## src/rtl/haz_pkg.sv

```systemverilog
// Shared types and constants for the pipeline hazard controller.
//   fwd_sel_t    : operand source select for the decode-stage forwarding muxes
//   XZR, LR      : zero register (never forwarded or stalled on) and BL link register
//   stage_info_t : shadow copy of the destination/control bits held for EX and MEM
package haz_pkg;

  localparam int unsigned RegW = 5;

  localparam logic [RegW-1:0] XZR = 5'd31;
  localparam logic [RegW-1:0] LR  = 5'd30;

  typedef enum logic [1:0] {
    FWD_RF  = 2'b00,
    FWD_EX  = 2'b01,
    FWD_MEM = 2'b10
  } fwd_sel_t;

  typedef struct packed {
    logic [RegW-1:0] dest;
    logic            reg_write;
    logic            mem_read;
    logic            update_flags;
  } stage_info_t;

endpackage

```

## src/rtl/fwd_select.sv

```systemverilog
// Per-operand forwarding select: compares one decode read address against the
// EX and MEM shadow destinations and picks the youngest writer.
//   rs_i                   : decode read address
//   uses_i                 : decode instruction actually reads this operand
//   ex_dest_i, ex_wr_i     : EX-stage destination and write enable
//   mem_dest_i, mem_wr_i   : MEM-stage destination and write enable
//   sel_o                  : FWD_RF / FWD_EX / FWD_MEM
module fwd_select
  import haz_pkg::*;
(
  input  logic [RegW-1:0] rs_i,
  input  logic            uses_i,
  input  logic [RegW-1:0] ex_dest_i,
  input  logic            ex_wr_i,
  input  logic [RegW-1:0] mem_dest_i,
  input  logic            mem_wr_i,
  output fwd_sel_t        sel_o
);

  always_comb begin
    sel_o = FWD_RF;
    // XZR reads as zero, so a matching XZR destination must never forward.
    if (uses_i && (rs_i != XZR)) begin
      if (ex_wr_i && (ex_dest_i == rs_i)) begin
        sel_o = FWD_EX;
      end else if (mem_wr_i && (mem_dest_i == rs_i)) begin
        sel_o = FWD_MEM;
      end
    end
  end

endmodule

```

## src/rtl/hazard_ctrl.sv

```systemverilog
// Pipeline hazard and forwarding controller for the 5-stage ARM-subset core.
// Shadows the EX and MEM destinations/controls and produces, combinationally
// from decode inputs:
//   pc_wr_en, ifid_wr_en, id_bubble : load-use stall controls
//   br_taken, ifid_flush            : decode-stage branch redirect and flush
//   fwd_a, fwd_b                    : operand forwarding selects
//   flag_sel                        : B.cond uses live EX flags when set
//   stall_count                     : saturating count of stall cycles
// Synchronous active-low reset (reset). While reset is low every output is
// forced to its reset value.
// Build option: BRANCH_DELAY_SLOT_EN ties ifid_flush to 0 (delay-slot mode).
// REG_W must equal haz_pkg::RegW.
module hazard_ctrl
  import haz_pkg::*;
#(
  parameter int unsigned REG_W = RegW,
  parameter int unsigned CNT_W = 32
) (
  input  logic             clk,
  input  logic             reset,
  input  logic [REG_W-1:0] id_rn,
  input  logic [REG_W-1:0] id_rb,
  input  logic             id_uses_rn,
  input  logic             id_uses_rb,
  input  logic [REG_W-1:0] id_rd,
  input  logic             id_bl,
  input  logic             id_reg_write,
  input  logic             id_mem_read,
  input  logic             id_update_flags,
  input  logic             id_is_uncond,
  input  logic             id_is_cbz,
  input  logic             id_is_bcond,
  input  logic             cbz_zero,
  input  logic             cond_true_reg,
  input  logic             cond_true_alu,
  output logic             pc_wr_en,
  output logic             ifid_wr_en,
  output logic             ifid_flush,
  output logic             id_bubble,
  output logic             br_taken,
  output logic [1:0]       fwd_a,
  output logic [1:0]       fwd_b,
  output logic             flag_sel,
  output logic [CNT_W-1:0] stall_count
);

  logic [RegW-1:0] rn, rb, id_dest;
  stage_info_t     ex_q, ex_d, mem_q, mem_d;
  logic [CNT_W-1:0] cnt_q, cnt_d;
  logic            load_use, stall, flag_sel_raw, br_raw;
  fwd_sel_t        sel_a, sel_b;
  logic            unused_mem_ctrl;

  assign rn      = RegW'(id_rn);
  assign rb      = RegW'(id_rb);
  assign id_dest = id_bl ? LR : RegW'(id_rd);

  // MEM only needs dest/reg_write for forwarding; the rest is carried for visibility.
  assign unused_mem_ctrl = ^{mem_q.mem_read, mem_q.update_flags};

  fwd_select u_fwd_a (
    .rs_i       (rn),
    .uses_i     (id_uses_rn),
    .ex_dest_i  (ex_q.dest),
    .ex_wr_i    (ex_q.reg_write),
    .mem_dest_i (mem_q.dest),
    .mem_wr_i   (mem_q.reg_write),
    .sel_o      (sel_a)
  );

  fwd_select u_fwd_b (
    .rs_i       (rb),
    .uses_i     (id_uses_rb),
    .ex_dest_i  (ex_q.dest),
    .ex_wr_i    (ex_q.reg_write),
    .mem_dest_i (mem_q.dest),
    .mem_wr_i   (mem_q.reg_write),
    .sel_o      (sel_b)
  );

  always_comb begin
    load_use = ex_q.mem_read && ex_q.reg_write && (ex_q.dest != XZR) &&
               ((id_uses_rn && (rn == ex_q.dest)) || (id_uses_rb && (rb == ex_q.dest)));
    // Reset abandons any stall so no bubble or count is recorded.
    stall        = reset && load_use;
    flag_sel_raw = id_is_bcond && ex_q.update_flags;
    br_raw       = id_is_uncond || (id_is_cbz && cbz_zero) ||
                   (id_is_bcond && (flag_sel_raw ? cond_true_alu : cond_true_reg));
  end

  always_comb begin
    pc_wr_en   = !stall;
    ifid_wr_en = !stall;
    id_bubble  = stall;
    // A stalled branch re-evaluates next cycle once its operands are valid.
    br_taken   = reset && !stall && br_raw;
`ifdef BRANCH_DELAY_SLOT_EN
    ifid_flush = 1'b0;
`else
    ifid_flush = br_taken;
`endif
    fwd_a       = reset ? sel_a : FWD_RF;
    fwd_b       = reset ? sel_b : FWD_RF;
    flag_sel    = reset && flag_sel_raw;
    stall_count = reset ? cnt_q : '0;
  end

  always_comb begin
    ex_d.dest         = id_dest;
    ex_d.reg_write    = id_reg_write && !id_bubble;
    ex_d.mem_read     = id_mem_read && !id_bubble;
    ex_d.update_flags = id_update_flags && !id_bubble;
    mem_d             = ex_q;
    cnt_d             = cnt_q;
    if (stall && (cnt_q != {CNT_W{1'b1}})) begin
      cnt_d = cnt_q + 1'b1;
    end
  end

  always_ff @(posedge clk) begin
    if (!reset) begin
      ex_q  <= '0;
      mem_q <= '0;
      cnt_q <= '0;
    end else begin
      ex_q  <= ex_d;
      mem_q <= mem_d;
      cnt_q <= cnt_d;
    end
  end

endmodule

```

## config.mk

```make
export PLATFORM = sky130hd
export DESIGN_NAME = hazard_ctrl
export DESIGN_NICKNAME = d
export VERILOG_FILES = /design/src/rtl/haz_pkg.sv /design/src/rtl/fwd_select.sv /design/src/rtl/hazard_ctrl.sv
export SDC_FILE = /design/constraint.sdc
export NUM_CORES = 1
export LEC_CHECK = 0
export CAP_MARGIN = 20
export CELL_PAD_IN_SITES_DETAIL_PLACEMENT = 0
export CELL_PAD_IN_SITES_GLOBAL_PLACEMENT = 1
export CORE_ASPECT_RATIO = 1.25
export CORE_MARGIN = 4
export CORE_UTILIZATION = 32
export DETAILED_ROUTE_END_ITERATION = 10
export PLACE_DENSITY = 0.76
export RECOVER_POWER = 100
export SLEW_MARGIN = 20
export SYNTH_ARGS = -nofsm -noshare
export SYNTH_HDL_FRONTEND = slang
export SYNTH_SLANG_ARGS = --single-unit
```

## constraint.sdc

```tcl
create_clock -name clk -period 2 [get_ports clk]
set_input_delay 0.4 -clock clk [delete_from_list [all_inputs] [get_ports clk]]
set_output_delay 0.4 -clock clk [all_outputs]
set_load 0.02 [all_outputs]
```

==> impl_metrics.csv <==
group,metric,value,unit
global_route,grt_max_degree,49,
power,power_leakage,1.77,nW
power,p_sw_frac,0.257,
flow_run,drv_cap,0,
floorplanning,die_w,89.0,µm
synthesis,ys_warn_count,0,
synthesis,synth_cells,325,
global_route,use_met3,0.0325,
clock_tree,clk_latency,310,ps
global_route,grt_pass1_wl,12.6,mm
clock_tree,cts_hold_buf,0,
floorplanning,num_rows,36,
synthesis,async_reset_ff_frac,0,
global_route,busiest_layer,"met2",
clock_tree,root_buffer,"clkbuf_8",
cells_and_area,multiInputGateArea,1850,µm²
floorplanning,io_pins,71,
power,seq_power_share,0.518,
cells_and_area,post-route-util,0.525,
status,violations,"negative setup slack",
timing,fin_crit_sh,1.03,
setup_path,endpoint_kind,"output pin",
detailed_routing,drcViolationCount,0,
power,p_per_area,443,nW/µm²
detailed_routing,via_count,2758,
synthesis,netlist_area,2620,µm²
floorplanning,initial_utilization,0.333,
hold_path,hp-class,"register to register",
timing,fin_ws,-67.4,ps
global_route,antenna_found_initial,0,
cells_and_area,final_net_count,473,
synthesis,synth_fp_nets,355,
synthesis,synth_cell_types,43,
detailed_routing,dr.pass1.iters,4,
setup_path,cp_max_fo,3,
power,clkPwrFrac,0.329,
synthesis,yosysMostFrequentCell,"dfxtp_1",
synthesis,synth-seq-cells,46,
synthesis,netlist.area_leader.share,0.351,
setup_path,startpoint_type,"input pin",
timing,finalSetupViolations,5,
timing,relSlewSlack,0.784,
clock_tree,cts_buffer_depth,2,
synthesis,ys.flop_type,"dfxtp_1",
power,power_switching,472,µW
cells_and_area,diodes,0,
detailed_routing,dr.first_iter.drc_count,127,
detailed_routing,antenna_left,0,
synthesis,yosys.area.top_type,"dfxtp_1",
global_route,grt_use_met1,0.191,
synthesis,avgSynthCellArea,8.07,µm²
global_route,grt_pass1_vias,2720,
timing,whs,498,ps
clock_tree,cts_made_buffers,5,
setup_path,worstPathRequired,1600,ps
synthesis,netlist_top_cells_area,"dfxtp_1 35%, and2_1 8.6%, xnor2_1 6.7%, o21ai_0 4.8%, or3_1 4.8%",
timing,rsz0062_at_grt,"true",
detailed_routing,post_drt_wl_per_cell,14.7,µm
global_route,use_met2,0.303,
placed_design,port_buffers,70,
timing,period_minus_slack,2070,ps
global_route,track_usage,0.163,
synthesis,seq_area_frac_synth,0.351,
synthesis,synth_edf_count,0,
power,comb_power_share,0.153,
placed_design,placed_area,3750,µm²
placed_design,dp.cells,522,
placed_design,dpl.hpwl,5.62,mm
cells_and_area,drive_gt1_frac,0.302,
clock_tree,cts_tree,"yes",
setup_path,path_class,"input pin to output pin",
placed_design,post-place-ws,-798,ps
cells_and_area,area_growth,57.9,%
detailed_routing,routed_wl,7.94,mm
timing,final_hold_viol_count,0,
cells_and_area,design_area,4140,µm²
timing,fmax,484,MHz
cells_and_area,n_fill_cell,754,
setup_path,crit_arrival,1670,ps
clock_tree,clkTransAtPathRegs,100,ps
floorplanning,die_area,9710,µm²
timing,finClkSkew,13.7,ps
power,ir_worst_vdd,0.000332,V
detailed_routing,viasPerCell,5.12,
floorplanning,coreArea,7880,µm²
cells_and_area,ff_latch_area,945,µm²
timing,worst_slew_pin_slew,324,ps
timing,slew_violations,0,
cells_and_area,layoutNonFillerInstCount,539,
clock_tree,cts_max_level,2,
clock_tree,numClockSinks,46,
power,p_int,1.36,mW
status,outcome,"finished with violations",
synthesis,synth_common_cells,"46 x dfxtp_1, 36 x and2_1, 27 x nor2_1, 25 x o21ai_0",
global_route,overflow,0,
floorplanning,die_h,109,µm
placed_design,gp_congestion,0.876,
## routing by layer
metal / wire length [µm] / part of all wire
met3: 377 / 0.047
met2: 4220 / 0.53
met5: 0 / 0
met1: 3290 / 0.41
met4: 52 / 0.0065
## cell usage in the layout (no fill, tap or decap), drive strengths merged, types with 20 or more instances in the layout
cell type and n:
a21oi 20, and2 36, buf 67, dfxtp 46, dlygate4sd2 43, nand2 20
nor2 28, o21ai 26, or3 20, xnor2 20
## final cells by class
type                            count  share of cell area
Clock inverter                      2             0.00302
Multi-Input combinational cell    254               0.446
Inverter                            6             0.00544
Sequential cell                    46               0.228
Clock buffer                        6              0.0199
Timing Repair Buffer              130               0.268
Tap cell                           95              0.0287
## final timing paths
| check | start | endpoint | slack [ps] | cells past startpoint |
|---|---|---|---|---|
| max | id_rn[4] | ifid_wr_en | -70 | 9 |
| min | cnt_q[8]$_SDFFE_PN0P_ | cnt_q[8]$_SDFFE_PN0P_ | 500 | 2 |
| max reg2reg | cnt_q[0]$_SDFFE_PN0P_ | cnt_q[17]$_SDFFE_PN0P_ | 10 | 8 |
| min reg2reg | cnt_q[8]$_SDFFE_PN0P_ | cnt_q[8]$_SDFFE_PN0P_ | 500 | 2 |
## critical path, cell delays in order
cell	delay, ps
dlygate4sd2_1	280
xnor2_2	240
nand3_2	110
nor2_4	150
o21ai_4	100
buf_6	130
nor2_4	80
inv_2	50
buf_6	120
## repair_timing
action	4_1_cts	5_1_grt
gates resized for setup	144	24
endpoints found under the setup margin	72	22
pin swaps	20	19
buffers inserted	5	4
## flip-flops by register name, indices dropped and copies added (netlist names)
| name | flops |
|---|---|
| cnt_q | 32 |
| ex_q | 8 |
| mem_q | 6 |
## through the flow
| stage | TNS [ps] | power (mW) |
|---|---|---|
| finish | -238 | 1.83 |
| global route | -1660 | 1.92 |
| CTS | -47.1 | 1.84 |
| detailed placement | -38240 | 1.20 |
| global placement | -36490 | 1.19 |
| floorplan | -152 | 1.06 |
## power groups by stage
| stage | logic, mW | clock network (mW) | registers (mW) |
|---|---|---|---|
| 3_5_place_dp | 0.227 | 0 | 0.969 |
| 2_1_floorplan | 0.0976 | 0 | 0.963 |
| 4_1_cts | 0.268 | 0.622 | 0.950 |
| 5_1_grt | 0.299 | 0.664 | 0.953 |
| 6_report | 0.281 | 0.604 | 0.950 |
| 3_3_place_gp | 0.226 | 0 | 0.969 |
## kinds of logic (layout without fill, tap and decap cells)
kind of cell / after synthesis / count (layout) / synth area share
buffers and inverters: 25 / 144 / 0.0468
and+or+nand+nor: 169 / 169 / 0.373
adders and majority gates: 1 / 1 / 0.00477
DFF: 46 / 46 / 0.351
xor gates and xnor gates: 21 / 21 / 0.0702
muxes: 8 / 8 / 0.0368
AOI/OAI and AO/OA: 55 / 55 / 0.117
(Power assumes the default switching activity.)
